$ cat src/rtl/dac_spi_responder_pkg.sv
// Shared definitions for the DAC SPI responder: command codes, channel masks,
// frame field positions, receive FSM encoding and the frame decode helper.
package dac_spi_responder_pkg;

  localparam int FRAME_LEN = 24;
  localparam int NUM_CH    = 4;

  localparam int CMD_MSB  = 23;
  localparam int CMD_LSB  = 20;
  localparam int ADDR_MSB = 19;
  localparam int ADDR_LSB = 16;
  localparam int DATA_MSB = 15;
  localparam int DATA_LSB = 0;

  localparam logic [3:0] CMD_WRITE_INPUT      = 4'h0;
  localparam logic [3:0] CMD_UPDATE           = 4'h1;
  localparam logic [3:0] CMD_WRITE_UPDATE_ALL = 4'h2;
  localparam logic [3:0] CMD_WRITE_UPDATE     = 4'h3;

  localparam logic [3:0] DAC_A = 4'h1;
  localparam logic [3:0] DAC_B = 4'h2;
  localparam logic [3:0] DAC_C = 4'h4;
  localparam logic [3:0] DAC_D = 4'h8;

  typedef enum logic [1:0] {
    ST_DISARMED = 2'd0,
    ST_IDLE     = 2'd1,
    ST_SHIFT    = 2'd2,
    ST_COMMIT   = 2'd3
  } rx_state_t;

  typedef struct packed {
    logic [3:0]  cmd;
    logic [3:0]  addr;
    logic [15:0] data;
  } frame_t;

  function automatic frame_t decode_frame(input logic [FRAME_LEN-1:0] raw);
    frame_t f;
    f.cmd  = raw[CMD_MSB:CMD_LSB];
    f.addr = raw[ADDR_MSB:ADDR_LSB];
    f.data = raw[DATA_MSB:DATA_LSB];
    return f;
  endfunction

endpackage

$ cat src/rtl/dac_spi_responder_sync_edge_detect.sv
// 2-flop synchronizer plus a third registered copy for rise/fall pulses.
// Latency: 2 clk pin-to-sync, edge pulse coincident with the new sync level; no backpressure.
module sync_edge_detect #(
  parameter logic RST_VAL = 1'b0
) (
  input  logic i_clk,
  input  logic i_rst,
  input  logic i_async,
  output logic o_sync,
  output logic o_rise,
  output logic o_fall
);

  logic r_meta;
  logic r_sync;
  logic r_prev;

  always_ff @(posedge i_clk) begin
    if (i_rst) begin
      r_meta <= RST_VAL;
      r_sync <= RST_VAL;
      r_prev <= RST_VAL;
    end else begin
      r_meta <= i_async;
      r_sync <= r_meta;
      r_prev <= r_sync;
    end
  end

  assign o_sync = r_sync;
  assign o_rise = r_sync & ~r_prev;
  assign o_fall = ~r_sync & r_prev;

endmodule

$ cat src/rtl/dac_spi_responder.sv
// SPI write-only responder driving four 16-bit DAC input/output register pairs with LDAC.
// Latency: ss pin rise to frame_valid 4 clk; no backpressure (frames are accepted unconditionally).
module dac_spi_responder #(
  parameter int CLK_PER_SCK_MIN = 4,
  parameter int FRAME_BITS      = 24
) (
  input  logic        i_clk,
  input  logic        i_rst,
  input  logic        i_ss,
  input  logic        i_sck,
  input  logic        i_mosi,
  input  logic        i_ldac_n,
  output logic [15:0] o_dac_a,
  output logic [15:0] o_dac_b,
  output logic [15:0] o_dac_c,
  output logic [15:0] o_dac_d,
  output logic        o_frame_valid,
  output logic [3:0]  o_frame_cmd,
  output logic [3:0]  o_frame_addr,
  output logic [15:0] o_frame_data,
  output logic        o_frame_error,
  output logic        o_cmd_error,
  output logic        o_busy
);
  import dac_spi_responder_pkg::*;

  localparam int              CNT_W   = $clog2(FRAME_BITS + 2);
  localparam logic [CNT_W-1:0] CNT_SAT = CNT_W'(FRAME_BITS + 1);
  localparam logic [CNT_W-1:0] CNT_OK  = CNT_W'(FRAME_BITS);
  localparam logic [3:0]      CH_MASK [NUM_CH] = '{DAC_A, DAC_B, DAC_C, DAC_D};

  // Field positions are fixed to a 24-bit frame; sck half-periods below 3 clk merge edges.
  if (FRAME_BITS != FRAME_LEN || CLK_PER_SCK_MIN < 3) begin : g_bad_param
    $error("dac_spi_responder: unsupported FRAME_BITS or CLK_PER_SCK_MIN");
  end

  logic w_ss_sync, w_ss_rise, w_ss_fall;
  logic w_sck_sync, w_sck_rise, w_sck_fall;
  logic w_mosi_sync, w_mosi_rise, w_mosi_fall;
  logic w_ldac_sync, w_ldac_rise, w_ldac_fall;
  logic w_unused;

  sync_edge_detect #(.RST_VAL(1'b1)) u_sync_ss (
    .i_clk(i_clk), .i_rst(i_rst), .i_async(i_ss),
    .o_sync(w_ss_sync), .o_rise(w_ss_rise), .o_fall(w_ss_fall)
  );
  sync_edge_detect #(.RST_VAL(1'b0)) u_sync_sck (
    .i_clk(i_clk), .i_rst(i_rst), .i_async(i_sck),
    .o_sync(w_sck_sync), .o_rise(w_sck_rise), .o_fall(w_sck_fall)
  );
  sync_edge_detect #(.RST_VAL(1'b0)) u_sync_mosi (
    .i_clk(i_clk), .i_rst(i_rst), .i_async(i_mosi),
    .o_sync(w_mosi_sync), .o_rise(w_mosi_rise), .o_fall(w_mosi_fall)
  );
  sync_edge_detect #(.RST_VAL(1'b1)) u_sync_ldac (
    .i_clk(i_clk), .i_rst(i_rst), .i_async(i_ldac_n),
    .o_sync(w_ldac_sync), .o_rise(w_ldac_rise), .o_fall(w_ldac_fall)
  );

  assign w_unused = &{1'b0, w_ss_fall, w_sck_sync, w_sck_fall, w_mosi_rise,
                      w_mosi_fall, w_ldac_sync, w_ldac_rise};

  rx_state_t              r_state, w_state_nxt;
  logic [1:0]             r_arm_cnt;
  logic [FRAME_BITS-1:0]  r_shift;
  logic [CNT_W-1:0]       r_bit_cnt;
  logic [15:0]            r_in  [NUM_CH];
  logic [15:0]            r_out [NUM_CH];
  logic [15:0]            w_in_nxt  [NUM_CH];
  logic [15:0]            w_out_nxt [NUM_CH];
  frame_t                 r_frame;
  frame_t                 w_frame;
  logic                   r_frame_valid, r_frame_error, r_cmd_error;
  logic                   w_commit, w_len_ok, w_accept, w_cmd_ok;

  always_ff @(posedge i_clk) begin
    if (i_rst) r_state <= ST_DISARMED;
    else       r_state <= w_state_nxt;
  end

  // The synchronizer resets to "ss high"; arm only once that level has been refilled from the pin.
  always_ff @(posedge i_clk) begin
    if (i_rst || !w_ss_sync) r_arm_cnt <= 2'd0;
    else if (r_arm_cnt != 2'd2) r_arm_cnt <= r_arm_cnt + 2'd1;
  end

  // IDLE is only ever entered with ss high, so a low level there means a fall happened,
  // including one that landed during COMMIT.
  always_comb begin
    w_state_nxt = r_state;
    case (r_state)
      ST_DISARMED: if (w_ss_sync && r_arm_cnt == 2'd2) w_state_nxt = ST_IDLE;
      ST_IDLE:     if (!w_ss_sync) w_state_nxt = ST_SHIFT;
      ST_SHIFT:    if (w_ss_rise)  w_state_nxt = ST_COMMIT;
      ST_COMMIT:   w_state_nxt = ST_IDLE;
      default:     w_state_nxt = ST_DISARMED;
    endcase
  end

  always_ff @(posedge i_clk) begin
    if (i_rst) begin
      r_shift   <= '0;
      r_bit_cnt <= '0;
    end else if (r_state == ST_IDLE) begin
      r_bit_cnt <= '0;
    end else if (r_state == ST_SHIFT && w_sck_rise) begin
      r_shift <= {r_shift[FRAME_BITS-2:0], w_mosi_sync};
      if (r_bit_cnt != CNT_SAT) r_bit_cnt <= r_bit_cnt + 1'b1;
    end
  end

  assign w_commit = (r_state == ST_COMMIT);
  assign w_len_ok = (r_bit_cnt == CNT_OK);
  assign w_accept = w_commit & w_len_ok;
  assign w_frame  = decode_frame(r_shift);
  assign w_cmd_ok = (w_frame.cmd <= CMD_WRITE_UPDATE);

  always_comb begin
    for (int i = 0; i < NUM_CH; i++) w_in_nxt[i] = r_in[i];
    if (w_accept) begin
      for (int i = 0; i < NUM_CH; i++) begin
        if ((w_frame.addr & CH_MASK[i]) != 4'h0) begin
          case (w_frame.cmd)
            CMD_WRITE_INPUT, CMD_WRITE_UPDATE_ALL, CMD_WRITE_UPDATE: w_in_nxt[i] = w_frame.data;
            default: ;
          endcase
        end
      end
    end
  end

  // LDAC copies post-write input values, so it agrees with a coincident 0x3 write.
  always_comb begin
    for (int i = 0; i < NUM_CH; i++) w_out_nxt[i] = r_out[i];
    if (w_accept) begin
      for (int i = 0; i < NUM_CH; i++) begin
        case (w_frame.cmd)
          CMD_UPDATE:
            if ((w_frame.addr & CH_MASK[i]) != 4'h0) w_out_nxt[i] = w_in_nxt[i];
          CMD_WRITE_UPDATE_ALL:
            w_out_nxt[i] = w_in_nxt[i];
          CMD_WRITE_UPDATE:
            if ((w_frame.addr & CH_MASK[i]) != 4'h0) w_out_nxt[i] = w_frame.data;
          default: ;
        endcase
      end
    end
    if (w_ldac_fall) begin
      for (int i = 0; i < NUM_CH; i++) w_out_nxt[i] = w_in_nxt[i];
    end
  end

  always_ff @(posedge i_clk) begin
    if (i_rst) begin
      r_in          <= '{default: '0};
      r_out         <= '{default: '0};
      r_frame       <= '0;
      r_frame_valid <= 1'b0;
      r_frame_error <= 1'b0;
      r_cmd_error   <= 1'b0;
    end else begin
      r_in          <= w_in_nxt;
      r_out         <= w_out_nxt;
      r_frame_valid <= w_accept;
      r_frame_error <= w_commit & ~w_len_ok;
      r_cmd_error   <= w_accept & ~w_cmd_ok;
      if (w_accept) r_frame <= w_frame;
    end
  end

  assign o_dac_a       = r_out[0];
  assign o_dac_b       = r_out[1];
  assign o_dac_c       = r_out[2];
  assign o_dac_d       = r_out[3];
  assign o_frame_valid = r_frame_valid;
  assign o_frame_cmd   = r_frame.cmd;
  assign o_frame_addr  = r_frame.addr;
  assign o_frame_data  = r_frame.data;
  assign o_frame_error = r_frame_error;
  assign o_cmd_error   = r_cmd_error;
  assign o_busy        = (r_state == ST_SHIFT);

endmodule

$ cat config.mk
export PLATFORM = sky130hd
export DESIGN_NAME = dac_spi_responder
export DESIGN_NICKNAME = d
export VERILOG_FILES = /design/src/rtl/dac_spi_responder_pkg.sv /design/src/rtl/dac_spi_responder_sync_edge_detect.sv /design/src/rtl/dac_spi_responder.sv
export SDC_FILE = /design/constraint.sdc
export NUM_CORES = 1
export LEC_CHECK = 0
export CAP_MARGIN = 10
export CORE_ASPECT_RATIO = 1.5
export CORE_UTILIZATION = 40
export DETAILED_ROUTE_END_ITERATION = 6
export HOLD_SLACK_MARGIN = 0.1
export REMOVE_ABC_BUFFERS = 1
export SYNTH_ARGS = -nofsm -noshare
export SYNTH_HDL_FRONTEND = slang
export SYNTH_SLANG_ARGS = --single-unit
$ cat constraint.sdc
create_clock -name i_clk -period 3.3 [get_ports i_clk]
set_input_delay 0.66 -clock i_clk [delete_from_list [all_inputs] [get_ports i_clk]]
set_output_delay 0.66 -clock i_clk [all_outputs]
set_load 0.01 [all_outputs]
# Yosys cells after proc, flatten, opt, wreduce, memory -nomap -nowiden

Index checks and enable logic that the tools add are counted.

Register bits after elaboration: 199
Input port bits: 6
Output and inout port bits: 92
Logic and storage cells: 109

$add $sub $neg: 2
Order comparisons: 1
Equality and inequality tests: 21
Muxes and demuxes: 27
Bitwise operators: 12
Reductions and logical operators: 17

Operators with widths:

| operator              | number |
|---|---|
| $mux W16              | 16 |
| $mux W64              | 3 |
| $pmux W16 S3          | 4 |
| $ne A3 B2 Y1 const B  | 8 |
| $reduce_and A4 Y1     | 4 |
| $eq A4 B2 Y1 const B  | 2 |
| $pmux W2 S4           | 1 |
| $and A1 B1 Y1         | 6 |
| $eq A2 B2 Y1 const B  | 3 |
| $mux W2               | 3 |
| $ne A2 B2 Y1 const B  | 3 |
| $not A1 Y1            | 6 |
| $add A5 B1 Y5 const B | 1 |
| $eq A5 B5 Y1 const B  | 1 |
| $ne A5 B5 Y1 const B  | 1 |
| $eq A4 B1 Y1 const B  | 1 |
| $le A4 B2 Y1 const B  | 1 |
| $logic_not A4 Y1      | 1 |
| $reduce_and A2 Y1     | 2 |
| $reduce_bool A4 Y1    | 1 |
| $reduce_and A3 Y1     | 1 |
| $reduce_or A3 Y1      | 1 |
| $add A2 B1 Y2 const B | 1 |
| $eq A2 B1 Y1 const B  | 1 |
| other kinds (7)       | 8 |

# Depth between registers and ports, before layout

Gate-level depths: netlist of run 1.

Depth after elaboration: 9
Mapped depth: 8
Gate-level depth less buffers: 6

# Modules after synthesis

A second synthesis of run 1 with hierarchy kept.

Cells, all modules: 1100
Area, all modules: 9069.9 µm²

By module, submodules not included:

| module                              | times used | cells each | area an instance (µm²) | seq. area each (µm²) |
|---|---|---|---|---|
| dac_spi_responder                   | 1          | 1068       | 8702.1                 | 3763.6 |
| sync_edge_detect at u_sync_ldac ... | 2          | 8          | 92.6                   | 60.1 |
| sync_edge_detect at u_sync_mosi ... | 2          | 8          | 91.3                   | 60.1 |

# Least setup slack after synthesis of run 1

OpenSTA, ideal clock, no wires.

Path type: reg-to-reg
From: register r_bit_cnt[0]
To: register r_out (netlist bit o_dac_c[14])
Setup time: 0.134 ns
Arrival: 1.930 ns
Data required time: 3.166 ns
Slack: 1.236 ns
Stages on the path, launching flop included: 9
Path buffers: 2
Period minus slack after synthesis: 2.064 ns
Cell sequence: dfxtp_1 > inv_1 > ha_1 > nand4b_4 > or4_1 > buf_2 > buf_2 > o211ai_1 > a41oi_1

Cells in the longest elaborated chain, start to end: 7
Elaborated cells between the ends (all ways): 9
Classes of those cells: eq/ne: 1; mux: 5; bitwise: 1; reduce/logical: 2

Ends and longest elaborated chain:

| item                   | line                     | text |
|---|---|---|
| start, declared        | dac_spi_responder.sv:66  | `logic [CNT_W-1:0] r_bit_cnt;` |
| start signal, assigned | dac_spi_responder.sv:108 | `if (r_bit_cnt != CNT_SAT) r_bit_cnt <= r_bit_cnt + 1'b1;` |
| $eq A5 B5 Y1 *         | dac_spi_responder.sv:113 | `assign w_len_ok = (r_bit_cnt == CNT_OK);` |
| $and A1 B1 Y1 *        | dac_spi_responder.sv:114 | `assign w_accept = w_commit & w_len_ok;` |
| $mux W64               | dac_spi_responder.sv:120 | `if (w_accept) begin` |
| $mux W16               | dac_spi_responder.sv:139 | `if ((w_frame.addr & CH_MASK[i]) != 4'h0) w_out_nxt[i] = w_in_nxt[i];` |
| $pmux W16 S3           | dac_spi_responder.sv:137 | `case (w_frame.cmd)` |
| $mux W64               | dac_spi_responder.sv:135 | `if (w_accept) begin` |
| $mux W64               | dac_spi_responder.sv:148 | `if (w_ldac_fall) begin` |
| end signal, assigned   | dac_spi_responder.sv:163 | `r_out <= w_out_nxt;` |
| end, declared          | dac_spi_responder.sv:68  | `logic [15:0] r_out [NUM_CH];` |

Every way passes the cells marked *; elsewhere a longest branch is shown, timed or not. The select of a mux whose other input is x is not followed.
A chain may end at the register's enable or synchronous reset.

# Worst setup path in the final report of run 1

From: register r_bit_cnt[0]
To: register r_out (netlist bit o_dac_d[14])

Same word-level chain as after synthesis.

==> results of run 1 <==
[report_power, final]
| group | switching, mW | internal [mW] |
|---|---|---|
| sequential | 0.0404 | 2.46 |
| clock | 0.939 | 1.37 |
| combinational | 0.187 | 0.158 |
| total | 1.17 | 3.99 |
[metrics by stage]
step                setup WS, ps  cells  setup TNS [ps]  hold slack (ps)  power (mW)
global route                 594   1325               0              425        5.35
floorplan                   -374    895          -20240              389        2.71
CTS                          761   1325               0              413        5.19
detailed placement           785   1293               0              396        2.90
finish                       773   1325               0              414        5.15
global placement             844   1293               0              392        2.90
[metal layers]
metal  GRT usage [%]  vias to the layer above  share of wire, %
met2            39.2                      198                50
met3            3.66                       43               4.3
met4            9.07                        0               2.6
li1                -                     3825                 -
met1            29.5                     3745                43
met5               0                        -                 0
[layout by cell type (no fill, tap or decap), types with 2 or more instances in the layout]
cell | synthesis | final
nand3_1 | 67 | 66
xnor2_1 | 2 | 2
ha_1 | 9 | 9
o211ai_1 | 64 | 64
nand2_1 | 98 | 98
nor3_1 | 7 | 7
a31oi_1 | 18 | 18
buf_12 | 0 | 4
mux2i_1 | 6 | 6
dfxtp_1 | 199 | 199
o31ai_4 | 4 | 4
xor2_1 | 3 | 3
nand2b_1 | 3 | 3
bufinv_16 | 0 | 5
inv_1 | 10 | 10
clkinvlp_4 | 0 | 4
nor2_1 | 71 | 70
clkdlybuf4s50_1 | 0 | 96
and4b_1 | 3 | 3
nor2b_1 | 6 | 6
clkbuf_1 | 106 | 3
nand4_1 | 3 | 3
and4_1 | 16 | 16
a311oi_1 | 62 | 62
a21oi_1 | 113 | 113
nor2_4 | 0 | 2
a41oi_1 | 46 | 46
clkbuf_16 | 0 | 17
o21bai_1 | 2 | 2
or2_2 | 9 | 9
o21ai_0 | 64 | 64
buf_4 | 0 | 29
[critical path, delay by kind of cell (launching register included)]
kind / cells / cell delay [ps]
AOI/OAI and AO/OA: 2 / 330
adders and majority gates: 1 / 210
buffers and inverters: 2 / 390
DFF: 1 / 340
and+or+nand+nor: 2 / 1080
[Yosys cell counts, types with 4 or more instances]
cell	number	area [um2]
o21ai_0	64	320
a311oi_1	62	543
nand3_1	67	335
nor3_1	7	35.0
buf_2	22	110
inv_1	10	37.5
buf_1	4	15.0
nor2_1	71	267
clkbuf_1	106	398
ha_1	9	113
a31oi_1	18	113
dfxtp_1	199	3980
or2_2	9	56.3
nand2_1	98	368
a41oi_1	46	403
and4_1	16	140
nor2b_1	6	37.5
o211ai_1	64	480
a21oi_1	113	566
mux2i_1	6	60.1
o31ai_4	4	85.1
[cell families after synthesis]
| family | count (synthesis) | synth area share (%) |
|---|---|---|
| AO/OA/AOI/OAI | 375 | 29.2 |
| AND/OR/NAND/NOR | 291 | 16.0 |
| flip-flops | 199 | 45.8 |
| buffers and inverters | 142 | 6.44 |
| adder cells (fa/ha/maj) | 9 | 1.29 |
| multiplexers | 6 | 0.690 |
| XOR/XNOR | 5 | 0.504 |
[worst max path at each step]
stage / startpoint / endpoint / slack, ps
detailed placement: r_bit_cnt[0]$_SDFFE_PP0P_ / o_dac_d[14]$_SDFFE_PP0P_ / 790
finish: r_bit_cnt[0]$_SDFFE_PP0P_ / o_dac_d[14]$_SDFFE_PP0P_ / 770
global route: r_bit_cnt[0]$_SDFFE_PP0P_ / o_dac_b[6]$_SDFFE_PP0P_ / 590
global placement: r_bit_cnt[0]$_SDFFE_PP0P_ / o_dac_c[14]$_SDFFE_PP0P_ / 840
CTS: r_bit_cnt[0]$_SDFFE_PP0P_ / o_dac_d[14]$_SDFFE_PP0P_ / 760
floorplan: r_bit_cnt[0]$_SDFFE_PP0P_ / o_dac_a[10]$_SDFFE_PP0P_ / -370
[area by class of cell]
| class | count | area [um2] | area share [%] |
|---|---|---|---|
| inverters | 10 | 37.5 | 0.359 |
| clock inverters | 11 | 196 | 1.88 |
| flip-flops and latches | 199 | 3980 | 38.1 |
| multi-input cells | 686 | 4180 | 40.0 |
| well taps | 268 | 335 | 3.21 |
| clock buffers | 21 | 450 | 4.31 |
| repair buffers | 130 | 1270 | 12.2 |
[sequential cells by signal, indices dropped and copies added, names as in the netlist, 5 cells and up]
| register | cells |
|---|---|
| o_dac_c | 16 |
| r_in | 64 |
| r_bit_cnt | 5 |
| r_shift | 24 |
| o_frame_data | 16 |
| o_dac_a | 16 |
| o_dac_d | 16 |
| o_dac_b | 16 |
==> impl_metrics.csv, run 1 <==
group,metric,value,unit
status,status,"completed",
cts,clock_path_buffers,2,
sta,setup_viol,0,
logic_synthesis,ys_seq_area_share,45.8,%
hold_path,min-delay-start,"u_sync_ldac.r_meta$_SDFF_PP1_",
cells_and_area,drive_above_1_share,7.85,%
cts,clkSlewWorstSetupHoldPaths,70,ps
cts,clock_latency,450,ps
sta,maxSlewViolCount,0,
sta,relSlewSlack,26.8,%
place,placed_area,9800,um2
cts,cts_buffers,17,
global_routing,grt_overflow_total,0,
cts,cts_hold_buffers,0,
hold_path,hold_end,"u_sync_ldac.o_sync$_SDFF_PP1_",
route,first_iter_violations,712,
setup_path,path_class,"reg2reg",
logic_synthesis,syn_area,8700,um2
sta,tightest_slew,1100,ps
setup_path,path_cells,"inv_1, ha_1, nand4b_4, or4_4, buf_12, o211ai_1, a41oi_1",
cells_and_area,syn2layout_area_growth,20.1,%
setup_path,r2r_cells,7,
route,ant_nets,0,
sta,hold_violations,0,
setup_path,crit_fanout,56,
logic_synthesis,synth_top_flop_cell,"dfxtp_1",
sta,finalCritPeriodShare,76.6,%
route,viasPerCell,5.90,
setup_path,start_kind,"flip-flop",
logic_synthesis,synth-edff-count,0,
floorplan,initial_utilization,41.1,%
cts,post_cts.resized_instances,0,
hold_path,hold_class,"reg2reg",
job,max-cap-violations,0,
sta,min_period,2530,ps
setup_path,critPathArrivalTime,2830,ps
floorplan,die_y,183,um
cells_and_area,final_nets,1059,
cts,clock_sinks,199,
floorplan,ios,98,
cts,clock-root-buffer,"clkbuf_16",
logic_synthesis,ys_async_sr_fraction,0,%
place,hpwl,14900,um
route,via_count,7811,
route,wl,25000,um
floorplan,core_area,21100,um2
logic_synthesis,syn_avg_cell_area,8.47,um2
route,wl_per_cell,18.8,um
sta,rsz0062_at_grt,"no",
logic_synthesis,synth_seq_cells,199,
setup_path,cpPeakStageDelay,830,ps
cells_and_area,design_area,10400,um2
power,p_leak,3.10,nW
logic_synthesis,yosysWarnings,0,
global_routing,antenna_found_initial,0,
setup_path,reg2reg_slack,770,ps
setup_path,worst_setup_path_end_kind,"flip-flop",
logic_synthesis,syn-instance-count,1027,
sta,fmax,396,MHz
cells_and_area,final_util,49.4,%
global_routing,grt_pass1_wl,40500,um
cts,htreeDepth,4,
place,place_congestion,0.760,
cts,cts_tree,"yes",
setup_path,crit_required,3610,ps
global_routing,grt_pass1_vias,7410,
global_routing,grt_max_degree,83,
route,drcViolationCount,0,
floorplan,die_area,22400,um2
global_routing,gr-usage-all-layers,23.3,%
route,first_pass_iters,7,
hold_path,min_path_cells,1,
setup_path,rr_startpoint,"r_bit_cnt[0]$_SDFFE_PP0P_",
cells_and_area,diodes,0,
power,ir_worst_vdd,0.000316,V
floorplan,die_w,122,um
setup_path,crit_path_top_delay_cell,"or4_4",
cells_and_area,fillers,2039,
place,port_buffers,97,
sta,fin_worst_skew,10.3,ps
logic_synthesis,synth_cell_type_count,37,
setup_path,reg2reg_to,"o_dac_d[14]$_SDFFE_PP0P_",
floorplan,rows,65,
cts,post_cts_buffers,0,
power,power_density,493,nW/um2
(Power assumes the default switching activity.)
==> run 2: changes to the inputs <==
- clock period: 3.3 -> 2.4 ns (I/O delays scaled with it)
==> run 2 against run 1 <==
  * Hold slack got worse by 0.80 ps
  * Final cell count rose by 1.4%
  * Critical path depth fell by 1
  * Global-route usage rose by 0.17 points
  * Highest routed layer unchanged
==> impl_metrics.csv, run 2 (synthesized netlist as in run 1, its figures left out) <==
group,metric,value,unit
status,status,"completed",
route,drcViolationCount,0,
route,first_iter_violations,700,
global_routing,grt_use_met1,30.4,%
route,first_pass_iters,5,
route,wl,25700,um
global_routing,busiest_layer,"met2",
setup_path,path_cells,"ha_1, or3b_2, o31ai_4, buf_4, nor2_1, a311oi_1",
sta,setup_viol,0,
global_routing,grt_overflow_total,0,
cts,htreeDepth,4,
power,power_density,648,nW/um2
cells_and_area,final_common_cell,"dfxtp_1",
place,dp_slack,194,ps
sta,fin_worst_skew,9.85,ps
cts,clock_path_buffers,2,
cells_and_area,drive_above_1_share,9.67,%
route,via_count,8105,
floorplan,core_area,21100,um2
setup_path,crit_path_top_delay_cell,"or3b_2",
sta,hold_violations,0,
cells_and_area,final_nets,1079,
cts,post_cts_buffers,0,
cts,clock_sinks,199,
cts,cts_tree,"yes",
global_routing,grt_pass1_vias,7400,
setup_path,critPathArrivalTime,2570,ps
global_routing,gr-usage-all-layers,23.5,%
cts,clock-root-buffer,"clkbuf_16",
cells_and_area,design_area,10700,um2
cells_and_area,diodes,0,
global_routing,antenna_found_initial,0,
job,max-cap-violations,0,
power,ir_worst_vdd,0.000444,V
hold_path,hold_class,"reg2reg",
route,viasPerCell,6.03,
route,ant_nets,0,
setup_path,path_class,"reg2reg",
place,place_congestion,0.794,
floorplan,die_w,122,um
cts,clkSlewWorstSetupHoldPaths,70,ps
cts,cts_hold_buffers,0,
route,wl_per_cell,19.1,um
floorplan,die_area,22400,um2
cells_and_area,largest_registers,"r_in x64, r_shift x24",
global_routing,grt_max_degree,129,
sta,fmax,448,MHz
sta,timing.final.ws_setup,166,ps
sta,finalCritPeriodShare,93.1,%
cts,post_cts.resized_instances,0,
setup_path,crit_fanout,18,
place,hpwl,15400,um
setup_path,crit_required,2740,ps
cells_and_area,largest_register,"r_in",
floorplan,die_y,183,um
sta,min_period,2230,ps
power,p_leak,3.22,nW
floorplan,initial_utilization,41.1,%
sta,setup-tns-final,0,ps
sta,relSlewSlack,51.0,%
cts,cts_buffers,17,
place,placed_area,10100,um2
floorplan,ios,98,
cts,clock_latency,440,ps
global_routing,grt_pass1_wl,40700,um
place,port_buffers,97,
setup_path,start_kind,"flip-flop",
sta,rsz0062_at_grt,"no",
cells_and_area,mostFrequentLayoutCells,"dfxtp_1, a21oi_1, nand2_1",
sta,maxSlewViolCount,0,
setup_path,cpPeakStageDelay,590,ps
cells_and_area,largest_reg_flops,64,
global_routing,grt_use_met3,3.59,%
global_routing,grt_use_met2,38.6,%
sta,tightest_slew,735,ps
setup_path,worst_setup_path_end_kind,"flip-flop",
floorplan,rows,65,
cells_and_area,syn2layout_area_growth,22.6,%
run 2: final timing paths:
kind / startpoint / endpoint / slack (ps) / cells past startpoint
worst max-delay path: r_state[0]$_SDFFE_PP0P_ / o_dac_a[5]$_SDFFE_PP0P_ / 170 / 6
worst min-delay path: u_sync_ss.r_meta$_SDFF_PP1_ / u_sync_ss.o_sync$_SDFF_PP1_ / 410 / 1
worst max register to register: r_state[0]$_SDFFE_PP0P_ / o_dac_a[5]$_SDFFE_PP0P_ / 170 / 6
worst min register to register: u_sync_ss.r_meta$_SDFF_PP1_ / u_sync_ss.o_sync$_SDFF_PP1_ / 410 / 1
run 2: metrics by stage:
stage | cells | power [mW] | hold slack [ps] | utilization, %
detailed placement | 1313 | 4.01 | 397 | 47.5
CTS | 1344 | 6.98 | 417 | 50.4
finish | 1344 | 6.91 | 413 | 50.4
floorplan | 895 | 3.73 | 389 | -
global placement | 1313 | 4.00 | 393 | 47.5
global route | 1344 | 7.17 | 425 | 50.4
run 2: metal layers:
metal / up-vias / share of wire [%]
met5: - / 0
met4: 0 / 2.8
met3: 37 / 4.4
met2: 241 / 49
met1: 3952 / 43
li1: 3875 / -
run 2: cell type report:
type                            instances  area, um2
Fill cell                            2017      10500
Timing Repair Buffer                  150       1520
Clock buffer                           19        443
Multi-Input combinational cell        686       4180
Sequential cell                       199       3980
Clock inverter                         12        166
Tap cell                              268        335
Inverter                               10       37.5
run 2: where the power goes:
group	total, mW	internal, mW	switching, mW
sequential	3.44	3.38	0.0568
combinational	0.483	0.226	0.257
clock	2.99	1.68	1.30
total	6.91	5.29	1.62
run 2: critical path: cells and delay by family, from the launching register on:
kind / cells / cell delay (ps)
compound gates: 2 / 570
fa+ha+maj: 1 / 210
buf+inv: 1 / 290
flops: 1 / 400
simple gates: 2 / 650
==> run 3: changes to the inputs <==
--- a/config.mk
+++ b/config.mk
@@ -7,2 +7,3 @@
 export LEC_CHECK = 0
+export ABC_CLOCK_PERIOD_IN_PS = 2400
 export CAP_MARGIN = 10
@@ -10,2 +11,3 @@
 export CORE_UTILIZATION = 40
+export CTS_CLUSTER_DIAMETER = 150
 export DETAILED_ROUTE_END_ITERATION = 6
--- a/constraint.sdc
+++ b/constraint.sdc
@@ -3,2 +3,2 @@
 set_output_delay 0.48 -clock i_clk [all_outputs]
-set_load 0.01 [all_outputs]
+set_load 0.005 [all_outputs]
==> results of run 3 <==
The final DEF is identical to that of run 2. Status: completed.
Among the figures that moved: total power 6.91 mW -> 6.89 mW
